===== src/rtl/branch_redirect_ctrl_pkg.sv =====
// Shared types for the EX-stage control-flow sequencer: jump condition codes
// and the redirect/flush state encoding.
package branch_redirect_ctrl_pkg;

  typedef enum logic [2:0] {
    COND_EQ = 3'd0,
    COND_NE = 3'd1,
    COND_GT = 3'd2,
    COND_LT = 3'd3,
    COND_GE = 3'd4,
    COND_LE = 3'd5
  } cond_e;

  typedef enum logic [1:0] {
    RUN      = 2'd0,
    REDIRECT = 2'd1,
    FLUSH    = 2'd2
  } ctrl_state_t;

  localparam int unsigned FLUSH_CNT_W = 4;

endpackage


===== src/rtl/branch_redirect_ctrl_jump_cond.sv =====
// Evaluates a conditional jump against the {N,Z,C,V} flags.
// Codes 6 and 7 are reserved and never taken.
module jump_cond_ctrl
  import branch_redirect_ctrl_pkg::*;
(
  input  logic       jump_cond,
  input  logic [2:0] cond_type,
  input  logic [3:0] flags,
  output logic       cond_taken
);

  logic flag_n;
  logic flag_z;
  logic flag_v;
  logic unused_carry;
  logic ge;
  logic gt;
  logic cond_true;

  assign flag_n       = flags[3];
  assign flag_z       = flags[2];
  assign unused_carry = flags[1];
  assign flag_v       = flags[0];

  assign ge = (flag_n == flag_v);
  assign gt = ~flag_z & ge;

  // Condition-code decode; reserved codes fall through to not-taken.
  always_comb begin
    cond_true = 1'b0;
    case (cond_e'(cond_type))
      COND_EQ: cond_true = flag_z;
      COND_NE: cond_true = ~flag_z;
      COND_GT: cond_true = gt;
      COND_LT: cond_true = ~ge;
      COND_GE: cond_true = ge;
      COND_LE: cond_true = ~gt;
      default: cond_true = 1'b0;
    endcase
  end

  assign cond_taken = jump_cond & cond_true;

endmodule


===== src/rtl/branch_redirect_ctrl.sv =====
// EX-stage control-flow sequencer: owns NZCV, resolves jumps, runs the
// redirect handshake to fetch and the following wrong-path flush window.
module branch_redirect_ctrl
  import branch_redirect_ctrl_pkg::*;
#(
  parameter int unsigned ADDR_W       = 32,
  parameter int unsigned FLUSH_CYCLES = 2,
  parameter int unsigned CNT_W        = 16
) (
  input  logic              clk,
  input  logic              rst,
  input  logic              stall,
  input  logic              ex_valid,
  input  logic              ex_jump,
  input  logic              ex_jump_cond,
  input  logic [2:0]        ex_cond_type,
  input  logic [ADDR_W-1:0] ex_target,
  input  logic              ex_set_flags,
  input  logic [3:0]        alu_flags,
  output logic [3:0]        flags_q,
  output logic              redirect_valid,
  input  logic              redirect_ready,
  output logic [ADDR_W-1:0] redirect_pc,
  output logic              flush_if_id,
  output logic              flush_id_ex,
  output logic [CNT_W-1:0]  taken_cnt
);

  ctrl_state_t            state_q;
  ctrl_state_t            state_d;
  logic [3:0]             flags_d;
  logic [ADDR_W-1:0]      pc_q;
  logic [ADDR_W-1:0]      pc_d;
  logic [FLUSH_CNT_W-1:0] fcnt_q;
  logic [FLUSH_CNT_W-1:0] fcnt_d;
  logic [CNT_W-1:0]       taken_cnt_q;
  logic [CNT_W-1:0]       taken_cnt_d;
  logic                   redirect_valid_q;
  logic                   flush_q;
  logic                   fire;
  logic                   cond_taken;
  logic                   taken;

  jump_cond_ctrl u_jump_cond (
    .jump_cond  (ex_jump_cond),
    .cond_type  (ex_cond_type),
    .flags      (flags_q),
    .cond_taken (cond_taken)
  );

  assign fire  = ex_valid & ~stall & (state_q == RUN);
  assign taken = ex_jump | cond_taken;

  // Next-state, flag write, target capture and counters.
  always_comb begin
    state_d     = state_q;
    flags_d     = flags_q;
    pc_d        = pc_q;
    fcnt_d      = fcnt_q;
    taken_cnt_d = taken_cnt_q;

    // Only a RUN-state fire may touch flags; jumps read flags_q, i.e. the old value.
    if (fire && ex_set_flags) begin
      flags_d = alu_flags;
    end else begin
      flags_d = flags_q;
    end

    case (state_q)
      RUN: begin
        if (fire && taken) begin
          state_d = REDIRECT;
          pc_d    = ex_target;
          if (taken_cnt_q != {CNT_W{1'b1}}) begin
            taken_cnt_d = taken_cnt_q + {{(CNT_W-1){1'b0}}, 1'b1};
          end else begin
            taken_cnt_d = taken_cnt_q;
          end
        end else begin
          state_d = RUN;
        end
      end
      REDIRECT: begin
        if (redirect_ready) begin
          state_d = FLUSH;
          fcnt_d  = FLUSH_CNT_W'(FLUSH_CYCLES - 1);
        end else begin
          state_d = REDIRECT;
        end
      end
      FLUSH: begin
        if (fcnt_q == {FLUSH_CNT_W{1'b0}}) begin
          state_d = RUN;
        end else begin
          fcnt_d = fcnt_q - {{(FLUSH_CNT_W-1){1'b0}}, 1'b1};
        end
      end
      default: begin
        state_d = RUN;
      end
    endcase
  end

  // State and output registers; outputs follow state_d so they are glitch-free flops.
  always_ff @(posedge clk) begin
    if (rst) begin
      state_q          <= RUN;
      flags_q          <= 4'b0000;
      pc_q             <= {ADDR_W{1'b0}};
      fcnt_q           <= {FLUSH_CNT_W{1'b0}};
      taken_cnt_q      <= {CNT_W{1'b0}};
      redirect_valid_q <= 1'b0;
      flush_q          <= 1'b0;
    end else begin
      state_q          <= state_d;
      flags_q          <= flags_d;
      pc_q             <= pc_d;
      fcnt_q           <= fcnt_d;
      taken_cnt_q      <= taken_cnt_d;
      redirect_valid_q <= (state_d == REDIRECT);
      flush_q          <= (state_d != RUN);
    end
  end

  assign redirect_valid = redirect_valid_q;
  assign redirect_pc    = pc_q;
  assign flush_if_id    = flush_q;
  assign flush_id_ex    = flush_q;
  assign taken_cnt      = taken_cnt_q;

endmodule


===== config.mk =====
export PLATFORM = sky130hd
export DESIGN_NAME = branch_redirect_ctrl
export DESIGN_NICKNAME = d
export VERILOG_FILES = /design/src/rtl/branch_redirect_ctrl_pkg.sv /design/src/rtl/branch_redirect_ctrl_jump_cond.sv /design/src/rtl/branch_redirect_ctrl.sv
export SDC_FILE = /design/constraint.sdc
export NUM_CORES = 1
export LEC_CHECK = 0
export CAP_MARGIN = 15
export CORE_AREA = 2 2 82 84
export DETAILED_ROUTE_END_ITERATION = 10
export DIE_AREA = 0 0 84 86
export PLACE_DENSITY = 0.86
export SETUP_SLACK_MARGIN = 0.05
export SLEW_MARGIN = 15
export SYNTH_ARGS = -nofsm -noshare
export SYNTH_HDL_FRONTEND = slang
export SYNTH_SLANG_ARGS = --single-unit

===== constraint.sdc =====
create_clock -name clk -period 2.43 [get_ports clk]
set_input_delay 0.3645 -clock clk [delete_from_list [all_inputs] [get_ports clk]]
set_output_delay 0.3645 -clock clk [all_outputs]
set_load 0.05 [all_outputs]

== Word-level counts from Yosys, hierarchy flattened ==
Cells that the tools add are included.

* Register bits: 60
* Bits of input ports: 47
* Output and inout bits: 55
* Word-level logic and storage cells: 48

* Add/sub/neg operators: 2
* Equality and inequality tests: 12
* Muxes and demuxes: 8
* Bitwise operators: 9
* Reduce and logical (&&, ||, !) cells: 10

{| class="wikitable"
|+ Operators by type and width
! operator !! number
|-
| $add 16x1->16 const B || 1
|-
| $ne 16x16->1 const B || 1
|-
| $mux 4 || 2
|-
| $pmux 4 s2 || 1
|-
| $eq 3x2->1 const B || 2
|-
| $eq 3x3->1 const B || 2
|-
| $pmux 1 s6 || 1
|-
| $pmux 2 s3 || 1
|-
| $reduce_and 3->1 || 2
|-
| $and 1x1->1 || 4
|-
| $eq 2x1->1 const B || 2
|-
| $logic_not 4->1 || 1
|-
| $mux 2 || 2
|-
| $ne 2x2->1 const B || 2
|-
| $not 1->1 || 4
|-
| $reduce_bool 2->1 || 2
|-
| $sub 4x1->4 const B || 1
|-
| $eq 3x1->1 const B || 1
|-
| $logic_not 3->1 || 1
|-
| $eq 2x2->1 const B || 1
|-
| $logic_and 1x1->1 || 2
|-
| $logic_not 2->1 || 1
|-
| $reduce_and 2->1 || 1
|-
| $eq 1x1->1 || 1
|-
| 2 further kinds || 2
|}

== Depth between registers and ports, before layout ==
* Depth after elaboration: 10
* Depth in mapped cells: 8
* Gate-level depth less buffers: 7

== Modules after synthesis ==
Synthesis repeated with hierarchy kept, for this count alone.

* Cell total of the unflattened synthesis: 303
* Area total of the unflattened synthesis: 2503.7 µm²

{| class="wikitable"
|+ By module, submodules not included
! module !! times used !! cells each !! area each (µm²) !! seq. area each (µm²)
|-
| branch_redirect_ctrl || 1 || 292 || 2429.8 || 1201.2
|-
| jump_cond_ctrl || 1 || 11 || 73.8 || 0.0
|}

== Worst setup path after synthesis ==
OpenSTA, ideal clock, no wires.

* Path type: flip-flop to flip-flop
* From: reg flags_q[2]
* To: reg taken_cnt_q[12], in the netlist taken_cnt[12]
* Setup time: 121 ps
* Arrival: 2106 ps
* Required time: 2309 ps
* Slack: 203 ps
* Cell stages (with the launch flop): 8
* Path buffers: 2
* Clock period less this slack: 2227 ps
* Cell sequence: dfxtp_1 nor3b_1 a211o_1 a41oi_2 buf_6 buf_12 nor4_2 mux2_4

* Cells in the longest elaborated chain, start to end: 8

{| class="wikitable"
|+ RTL lines
! element !! line !! text
|-
| start, declared || branch_redirect_ctrl.sv:20 || <nowiki>output logic [3:0] flags_q,</nowiki>
|-
| start signal, assigned || branch_redirect_ctrl.sv:116 || <nowiki>flags_q <= flags_d;</nowiki>
|-
| $not 1->1 || branch_redirect_ctrl_jump_cond.sv:26, branch_redirect_ctrl_jump_cond.sv:33 ||
|-
| $and 1x1->1 || branch_redirect_ctrl_jump_cond.sv:26 || <nowiki>assign gt = ~flag_z & ge;</nowiki>
|-
| $not 1->1 || branch_redirect_ctrl_jump_cond.sv:37 || <nowiki>COND_LE: cond_true = ~gt;</nowiki>
|-
| $pmux 1 s6 (*) || branch_redirect_ctrl_jump_cond.sv:31 || <nowiki>case (cond_e'(cond_type))</nowiki>
|-
| $and 1x1->1 (*) || branch_redirect_ctrl_jump_cond.sv:42 || <nowiki>assign cond_taken = jump_cond & cond_true;</nowiki>
|-
| $or 1x1->1 (*) || branch_redirect_ctrl.sv:52 || <nowiki>assign taken = ex_jump | cond_taken;</nowiki>
|-
| $logic_and 1x1->1 (*) || branch_redirect_ctrl.sv:71 || <nowiki>if (fire && taken) begin</nowiki>
|-
| $reduce_and 3->1 (no source line) (*) || n/a ||
|-
| end signal, assigned || branch_redirect_ctrl.sv:111 || <nowiki>taken_cnt_q <= {CNT_W{1'b0}};</nowiki>
|-
| end signal, assigned || branch_redirect_ctrl.sv:119 || <nowiki>taken_cnt_q <= taken_cnt_d;</nowiki>
|-
| end, declared || branch_redirect_ctrl.sv:36 || <nowiki>logic [CNT_W-1:0] taken_cnt_q;</nowiki>
|}

Every way passes the cells marked *; elsewhere a longest branch is shown, timed or not.
A chain may end at the register's enable or synchronous reset.

== Worst setup path after layout ==
* From: in ex_cond_type[2]
* To: reg taken_cnt_q[13], in the netlist taken_cnt[13]

* Cells in the longest elaborated chain, start to end: 6
* Elaborated cells on any way between the ends: 11
* Classes of those cells: eq/ne: 5; mux: 1; bitwise: 2; reduce/logical: 3

{| class="wikitable"
|+ RTL lines
! element !! line !! text
|-
| start, declared || branch_redirect_ctrl.sv:16 || <nowiki>input logic [2:0] ex_cond_type,</nowiki>
|-
| $eq 3x3->1 (tied with other cells) || branch_redirect_ctrl_jump_cond.sv:31 ||
|-
| $pmux 1 s6 (*) || branch_redirect_ctrl_jump_cond.sv:31 ||
|-
| $and 1x1->1 (*) || branch_redirect_ctrl_jump_cond.sv:42 ||
|-
| $or 1x1->1 (*) || branch_redirect_ctrl.sv:52 ||
|-
| $logic_and 1x1->1 (*) || branch_redirect_ctrl.sv:71 ||
|-
| $reduce_and 3->1 (no source line) (*) || n/a ||
|}

Marked as above.

==> impl_metrics.csv <==
group,metric,value,unit
logic_synthesis,synth_adder_area_share,0.9212,%
power,total_power,2437,µW
placed_design,io_buffers,101,
final_layout,fin_cells,497,
global_route,grt_pass1_wl,12.57,mm
global_route,antenna_found_initial,0,
detailed_routing,wl_per_cell,14.78,µm
clocking,cts_tree,"yes",
worst_setup_path,endpoint_kind,"flop",
job,maxCapViolCount,0,
logic_synthesis,yosysWarnings,0,
clocking,numCtsBuffers,9,
logic_synthesis,netlist_instances,319,
global_route,grt_overflow_total,0,
logic_synthesis,async_flop_share,0,%
worst_setup_path,rr_endpoint,"taken_cnt[13]",
min_path,min_path_cells,2,
worst_setup_path,critPathArrivalTime,2.38,ns
logic_synthesis,synth_cell_types,49,
timing,final_hold_viol_count,0,
logic_synthesis,synth_top_family_by_area,"compound AO/OA/AOI/OAI gates",
clocking,cts_root_buf,"clkbuf_8",
floorplanning,io_pins,102,
timing,maxSlewViolCount,0,
logic_synthesis,synth-compound-area-share,22.80,%
placed_design,gp_congestion,0.7829,
floorplanning,row_count,29,
timing,max-slew-margin-rel,63.44,%
timing,setup_violations,0,
detailed_routing,routed_wirelength,7.346,mm
detailed_routing,viasPerCell,5.594,
clocking,cts.sinks,60,
clocking,worst_skew_pair.late_latency,0.33,ns
timing,skew,0.005524,ns
placed_design,dpl_worst_slack,0.01822,ns
logic_synthesis,yosys.area_share.xor_xnor,0.9673,%
clocking,cts_resized,0,
worst_setup_path,cp.required,2.68,ns
timing,min_period,2.136,ns
timing,worst_slack,0.2941,ns
detailed_routing,dr.pass1.iters,4,
final_layout,finalNetCount,464,
clocking,htreeDepth,3,
floorplanning,die_h,86,µm
floorplanning,coreArea,6277,µm²
power,ir_drop,385.6,µV
logic_synthesis,synth-edff-count,0,
worst_setup_path,r2r_start,"taken_cnt[0]",
worst_setup_path,startpoint,"ex_cond_type[2]",
floorplanning,dieArea,7224,µm²
timing,rsz0062_at_grt,"false",
placed_design,placed_area,3807,µm²
final_layout,final_cell_area,4030,µm²
final_layout,mostFrequentLayoutCells,"clkdlybuf4s50_1 (100), dfxtp_1 (60), a21oi_1 (50)",
worst_setup_path,critPathKind,"in -> reg",
logic_synthesis,synthSimpleGateAreaFrac,22.57,%
detailed_routing,drtAntennaViolNets,0,
floorplanning,fp.dieW,84,µm
global_route,grt_pass1_vias,2755,
detailed_routing,vias,2780,
worst_setup_path,r2r_setup_slack,0.38,ns
final_layout,layout_commonest_cell,"clkdlybuf4s50_1",
final_layout,diodes,0,
final_layout,syn_to_final_growth,48.36,%
logic_synthesis,ys_ff_latch,60,
final_layout,drive_gt1_share,9.048,%
power,p_per_area,604.7,nW/µm²
logic_synthesis,syn_avg_cell_area,8.515,µm²
worst_setup_path,crit_path_end,"taken_cnt[13]",
clocking,cts_hold_buf,0,
logic_synthesis,synthMuxAreaShare,2.441,%
timing,max_slew.worst_pin.slew,0.5346,ns
clocking,clkTransAtPathRegs,0.07,ns
worst_setup_path,worstPathMaxFanout,27,
power,p_leak,0.001352,µW
logic_synthesis,mappedNetlistArea,2716,µm²
timing,timing.final.crit_share,87.90,%
floorplanning,start_util,43.27,%
min_path,hold_class,"reg -> reg",
timing,fin_tns_setup,0,ns
worst_setup_path,reg2regPathDepth,7,
logic_synthesis,ys_seq_area_share,44.22,%
timing,clock.fmax,0.4682,GHz
placed_design,hpwl,5.076,mm
worst_setup_path,startpoint_type,"primary input",
detailed_routing,drtIter0Drc,165,
placed_design,post-place-cells,481,
global_route,grt_max_degree,40,
global_route,grt_usage,21.18,%
clocking,cts_setup_buffers,0,
status,status,"finished clean",
detailed_routing,drc,0,
clocking,clock_path_buffers,2,
logic_synthesis,synth_fp_nets,368,
logic_synthesis,synth_ff_type,"dfxtp_1",
==> how the worst min path moves through the flow <==
stage                    start    endpoint  slack, ns
floorplan            fcnt_q[1]   fcnt_q[1]       0.48
global route        flags_q[1]  flags_q[1]       0.48
detailed placement  flags_q[1]  flags_q[1]       0.45
finish              flags_q[1]  flags_q[1]       0.46
global placement    flags_q[1]  flags_q[1]       0.45
CTS                 flags_q[1]  flags_q[1]       0.46
==> cells in the mapped netlist (3+ instances only) <==
cell / count / area share (%)
buf_1: 3 / 0.41
clkbuf_1: 18 / 2.5
and3_1: 4 / 0.92
nor2b_1: 5 / 1.2
and2_1: 4 / 0.92
or4_1: 9 / 2.5
xnor2_1: 3 / 0.97
o31ai_1: 9 / 2.5
nand3_1: 41 / 7.6
o21ai_1: 4 / 0.74
nor2_1: 9 / 1.2
o21ai_0: 30 / 5.5
nand4_1: 4 / 0.92
a21oi_1: 50 / 9.2
inv_1: 7 / 0.97
nor4_2: 4 / 1.8
dfxtp_1: 60 / 44
nand2_1: 15 / 2.1
mux2_4: 3 / 1.7
==> sequential cells by signal (all words and copies together) (netlist names) <==
| signal | cells |
|---|---|
| fcnt_q | 4 |
| flags_q | 4 |
| flush_id_ex | 1 |
| redirect_pc | 32 |
| redirect_valid | 1 |
| state_q | 2 |
| taken_cnt | 16 |
==> logic make-up (layout without fill, tap and decap cells) <==
family	count (synthesis)	in the layout
AO/OA/AOI/OAI	108	108
XOR/XNOR	3	3
adder cells (fa/ha/maj)	2	2
buffers and inverters	34	135
flip-flops	60	60
multiplexers	5	5
AND/OR/NAND/NOR	107	107
==> worst max-delay path, stage by stage <==
cell             delay (ns)
clkdlybuf4s50_1        0.46
nor2b_1                0.15
o211ai_1               0.31
a41oi_4                0.18
buf_12                 0.20
or4_1                  0.52
a21oi_1                0.20
==> power by group <==
group          total [µW]  switching (µW)  internal (µW)  leakage, µW
clock                 994             410            584     0.000110
sequential           1030            20.6           1010     0.000487
combinational         408             241            167     0.000755
==> layout make-up <==
type                            instances  area (µm²)
Fill cell                             534        2247
Sequential cell                        60        1201
Clock buffer                            9       123.9
Inverter                                7       26.28
Tap cell                               77       96.34
Multi-Input combinational cell        225        1370
Timing Repair Buffer                  112        1114
Clock inverter                          7       98.84
==> metrics by stage <==
stage	hold slack, ns	util, %
floorplan	0.4837	-
global placement	0.4460	60.65
detailed placement	0.4490	60.65
CTS	0.4597	64.20
global route	0.4831	64.20
finish	0.4569	64.20
==> layer usage <==
| metal | vias up | wire (µm) | global-route usage, % |
|---|---|---|---|
| met3 | 10 | 418 | 6.833 |
| li1 | 1370 | - | - |
| met2 | 80 | 3692 | 36.44 |
| met1 | 1320 | 3130 | 24.88 |
| met4 | 0 | 105 | 7.625 |
| met5 | - | 0 | 0 |
Power figures use the tool's default switching activity.
